[config.mk]
export PLATFORM = sky130hd
export DESIGN_NAME = product_deserializer
export DESIGN_NICKNAME = d
export VERILOG_FILES = /design/src/rtl/spm_pkg.sv /design/src/rtl/product_deserializer.sv
export SDC_FILE = /design/constraint.sdc
export NUM_CORES = 1
export LEC_CHECK = 0
export ABC_CLOCK_PERIOD_IN_PS = 4550
export CAP_MARGIN = 30
export CORE_MARGIN = 2
export CORE_UTILIZATION = 25
export CTS_CLUSTER_SIZE = 10
export DETAILED_ROUTE_END_ITERATION = 8
export PLACE_DENSITY = 0.53
export SYNTH_ARGS = -nofsm -noshare
export SYNTH_HDL_FRONTEND = slang
export SYNTH_SLANG_ARGS = --single-unit
export TNS_END_PERCENT = 5
[constraint.sdc]
create_clock -name clk -period 4.55 [get_ports clk]
set_input_delay 0.455 -clock clk [delete_from_list [all_inputs] [get_ports clk]]
set_output_delay 0.455 -clock clk [all_outputs]
set_load 0.05 [all_outputs]
[src/rtl/spm_pkg.sv]
// Shared definitions for the serial-parallel multiplier datapath.
// Used by the product deserializer, the multiplier core and the operand shifter.
package spm_pkg;

   // Default operand width and the resulting product width.
   localparam int WIDTH_DEF = 64;
   localparam int PW_DEF    = 2 * WIDTH_DEF;

   // Deserializer FSM state encoding.
   typedef logic [1:0] spm_state_t;

   localparam logic [1:0] IDLE    = 2'd0;
   localparam logic [1:0] WAIT    = 2'd1;
   localparam logic [1:0] CAPTURE = 2'd2;
   localparam logic [1:0] HOLD    = 2'd3;

endpackage

[src/rtl/product_deserializer.sv]
// Collects the LSB-first serial product into a 2*WIDTH-bit register and
// offers it to the consumer with valid/ready.
//
// Handshake: p is transferred on a rising edge where valid && ready are both
// high; p is stable for as long as valid stays high, and ready while valid is
// low has no effect.
//
// Sequencing: start is sampled together with the operand load. WAIT skips the
// LAT pipeline edges of the multiplier so that the first product bit lands in
// CAPTURE. A start coinciding with the HOLD handshake begins the next capture
// immediately, giving back-to-back products with no idle cycle.
module product_deserializer
   import spm_pkg::*;
#(
   parameter int WIDTH = WIDTH_DEF,
   parameter int LAT   = 1
) (
   input  logic                 clk,
   input  logic                 rst,
   input  logic                 start,
   input  logic                 bit_in,
   output logic [2*WIDTH-1:0]   p,
   output logic                 valid,
   input  logic                 ready,
   output logic                 busy,
   output logic [1:0]           state_dbg
);

   localparam int PW = 2 * WIDTH;
   localparam int BW = $clog2(PW) + 1;
   localparam int LW = $clog2(LAT + 1) + 1;

   // Terminal counts; transitions fire on equality so the counters never wrap.
   localparam logic [BW-1:0] BIT_LAST = BW'(PW - 1);
   localparam logic [LW-1:0] LAT_LAST = (LAT == 0) ? '0 : LW'(LAT - 1);

   // State to enter when a capture is launched (from IDLE or HOLD).
   localparam logic [1:0] LAUNCH = (LAT == 0) ? CAPTURE : WAIT;

   spm_state_t      state;
   spm_state_t      state_nxt;
   logic [BW-1:0]   bit_cnt;
   logic [LW-1:0]   lat_cnt;

   assign state_dbg = state;

   // Next-state selection; start outside IDLE or an accepting HOLD is ignored.
   always_comb begin
      state_nxt = state;
      case (state)
         IDLE: begin
            if (start) state_nxt = LAUNCH;
         end
         WAIT: begin
            if (lat_cnt == LAT_LAST) state_nxt = CAPTURE;
         end
         CAPTURE: begin
            if (bit_cnt == BIT_LAST) state_nxt = HOLD;
         end
         HOLD: begin
            if (valid && ready) state_nxt = start ? LAUNCH : IDLE;
         end
         default: state_nxt = IDLE;
      endcase
   end

   // State, counters, shift register and registered outputs.
   always_ff @(posedge clk or posedge rst) begin
      if (rst) begin
         state   <= IDLE;
         p       <= '0;
         valid   <= 1'b0;
         busy    <= 1'b0;
         bit_cnt <= '0;
         lat_cnt <= '0;
      end else begin
         state <= state_nxt;
         busy  <= (state_nxt != IDLE);
         case (state)
            IDLE: begin
               bit_cnt <= '0;
               lat_cnt <= '0;
            end
            WAIT: begin
               lat_cnt <= lat_cnt + LW'(1);
            end
            CAPTURE: begin
               p       <= {bit_in, p[PW-1:1]};
               bit_cnt <= bit_cnt + BW'(1);
               if (bit_cnt == BIT_LAST) valid <= 1'b1;
            end
            HOLD: begin
               if (valid && ready) begin
                  valid   <= 1'b0;
                  bit_cnt <= '0;
                  lat_cnt <= '0;
               end
            end
            default: begin
               bit_cnt <= '0;
               lat_cnt <= '0;
            end
         endcase
      end
   end

endmodule

==> qor.yml <==
sta:
  tns_ns: 0
  hold_viol_final: 0
  fmax_ghz: 0.396
  max_slew_margin_pct: 44.6
  finalCriticalPeriod_ns: 2.52
  rsz0062_at_grt: "false"
  fin_crit_sh_pct: 55.5
  clock_skew_ns: 0.00636
  setup_viol: 0
  tightest_slew_ns: 0.831
  report.final.slew_viol_count: 0
logic_synthesis:
  synth_ff_type: "dfrtp_1"
  synth_top_area_share_pct: 64.2
  syn_area_sq_um: 5530
  yosys-top-cells-area: "dfrtp_1 (64%), nand2_1 (27%), buf_2 (1.9%), nand3_1 (1.0%), clkbuf_1 (0.61%)"
  synth-edff-count: 0
  yosysUniqueCellTypes: 31
  yosysWarningCount: 0
  yosysSeqAreaShare_pct: 64.2
  async_flop_share_pct: 100
  synthCells: 619
  synth_top_area_cell: "dfrtp_1"
  syn_area_per_cell_sq_um: 8.94
  ys_seq_elements: 142
  syn_nets: 626
routing:
  drt-pass1-iter-count: 4
  dr.first_iter.drc_count: 178
  wl_per_cell_um: 12.7
  routed_via_density: 4.22
  drc: 0
  drt-total-wl_mm: 13.2
  vias: 4389
  antenna_left: 0
layout:
  diodes: 0
  syn_to_final_growth_pct: 41.4
  drive_above_1_share_pct: 5.39
  final_net_count: 754
  layout.cells.most_common_list: "nand2_1 (393), dfrtp_1 (142), clkdlybuf4s50_1 (136), clkbuf_16 (17), nand3_1 (11)"
  fin_util_pct: 36.0
  fillers: 2251
  layout_commonest_cell: "nand2_1"
setup_path:
  required_ns: 4.09
  cp-end-kind: "output port"
  critical_path.top_delay_family: "buffers and inverters"
  cp-start-kind: "flop"
  cp_cell_sequence: "clkdlybuf4s50_1"
  crit_type: "flop to output port"
  cpPeakStageDelay_ns: 0.93
  cp_data_arrival_time_ns: 2.07
  path_buf_inv: 1
  crit_path_top_delay_cell: "clkdlybuf4s50_1"
  crit_fanout: 20
grt:
  grt.overflow.total: 0
  grt_pass1_vias: 4249
  grt_max_degree: 92
  antenna_found_initial: 0
  grt_pass1_wl_mm: 22.7
  track_usage_pct: 11.8
clock_network:
  clockBufferDepth: 2
  clk_pin_slew_worst_paths_ns: 0.06
  cts_sinks: 142
  hold_buffers: 0
  cts.htree.levels: 4
  post_cts_buffers: 0
  cts_buffers: 17
  root_buffer: "clkbuf_16"
  cts_tree: "done"
  insertion_delay_ns: 0.41
  cts_resized: 0
power:
  p_leak_nw: 3.99
  p_per_area_nw_per_um2: 365
  irDropWorstVdd_v: 0.000218
  p_total_mw: 2.85
floorplan:
  dieArea_sq_um: 23300
  fp.dieW_um: 153
  start_util_pct: 25.4
  coreArea_sq_um: 21800
  die_h_um: 153
  fp-row-count: 54
  ioPinCount: 137
placed_design:
  hpwl_mm: 8.26
  place.gp.congestion: 0.692
  io_buffers: 136
run_status:
  status: "completed"
hold_path:
  worst_hold_path_type: "flop to flop"
flow_run:
  drv_cap: 0
==> cell families (layout without fill, tap and decap cells) <==
family                     Yosys count  count (layout)  share of synthesized area (%)
and+or+nand+nor                    418             418                           29.4
DFF                                142             142                           64.2
buffers and inverters               37             178                           3.32
AOI/OAI and AO/OA                   19              19                           2.42
adders and majority gates            2               2                          0.452
muxes                                1               1                          0.181
==> synth_stat cells, types with 2 or more instances <==
| cell | instances |
|---|---|
| o22ai_1 | 2 |
| clkbuf_1 | 9 |
| a21oi_1 | 4 |
| nand3_1 | 11 |
| inv_1 | 4 |
| or2_2 | 2 |
| buf_2 | 21 |
| nor2_1 | 2 |
| ha_1 | 2 |
| a2bb2oi_1 | 2 |
| dfrtp_1 | 142 |
| nand2_1 | 393 |
| or4_1 | 3 |
| buf_6 | 2 |
| o21ai_0 | 2 |
| o211ai_1 | 3 |
==> worst paths after layout <==
path	depth (start not counted)	slack, ns	end	from
setup reg to reg	4	2.54	bit_cnt[7]$_DFFE_PP0P_	state_dbg[0]$_DFF_PP0_
hold reg to reg	2	0.49	p[70]$_DFFE_PP0P_	p[71]$_DFFE_PP0P_
min in group asynchronous	2	0.61	p[108]$_DFFE_PP0P_	rst
hold / removal	2	0.49	p[70]$_DFFE_PP0P_	p[71]$_DFFE_PP0P_
max in group asynchronous	3	2.99	bit_cnt[4]$_DFFE_PP0P_	rst
setup / recovery	1	2.03	state_dbg[0]	state_dbg[0]$_DFF_PP0_
==> state kept, by name (all words and copies together) (netlist names) <==
signal,count
lat_cnt,2
state_dbg,2
valid,1
p,128
bit_cnt,8
busy,1
==> where the power goes <==
group / switching [mW] / leakage (nW) / internal, mW
sequential: 0 / 1.93 / 1.26
clock: 0.524 / 0.324 / 1.03
combinational: 0.0259 / 1.74 / 0.00461
==> layout make-up <==
class                   instances  area, sq um  share of cell area, %
repair buffers                142         1430                   18.2
multi-input cells             440         1800                   23.1
clock inverters                 9          180                   2.30
well taps                     280          350                   4.48
inverters                       4         20.0                  0.256
clock buffers                  23          488                   6.24
flip-flops and latches        142         3550                   45.4
==> stage by stage <==
| stage | cells | hold WS, ns | worst slack (ns) | area, sq um |
|---|---|---|---|---|
| final | 1040 | 0.492 | 2.03 | 7820 |
| after floorplan | 619 | 0.492 | 0.285 | 5530 |
| after CTS | 1040 | 0.494 | 1.98 | 7820 |
| after detailed placement | 1008 | 0.481 | 2.43 | 7150 |
| after global routing | 1040 | 0.517 | 1.91 | 7820 |
| after global placement | 1007 | 0.479 | 2.03 | 7130 |
==> layer usage <==
layer / vias up / track usage (%) / wire, um
met1: 2103 / 16.7 / 6700
met4: 0 / 3.31 / 100
met3: 5 / 4.55 / 854
met5: - / 0 / 0
met2: 109 / 16.9 / 5590
li1: 2172 / - / -
No activity file was read; power rests on OpenSTA's default activity.
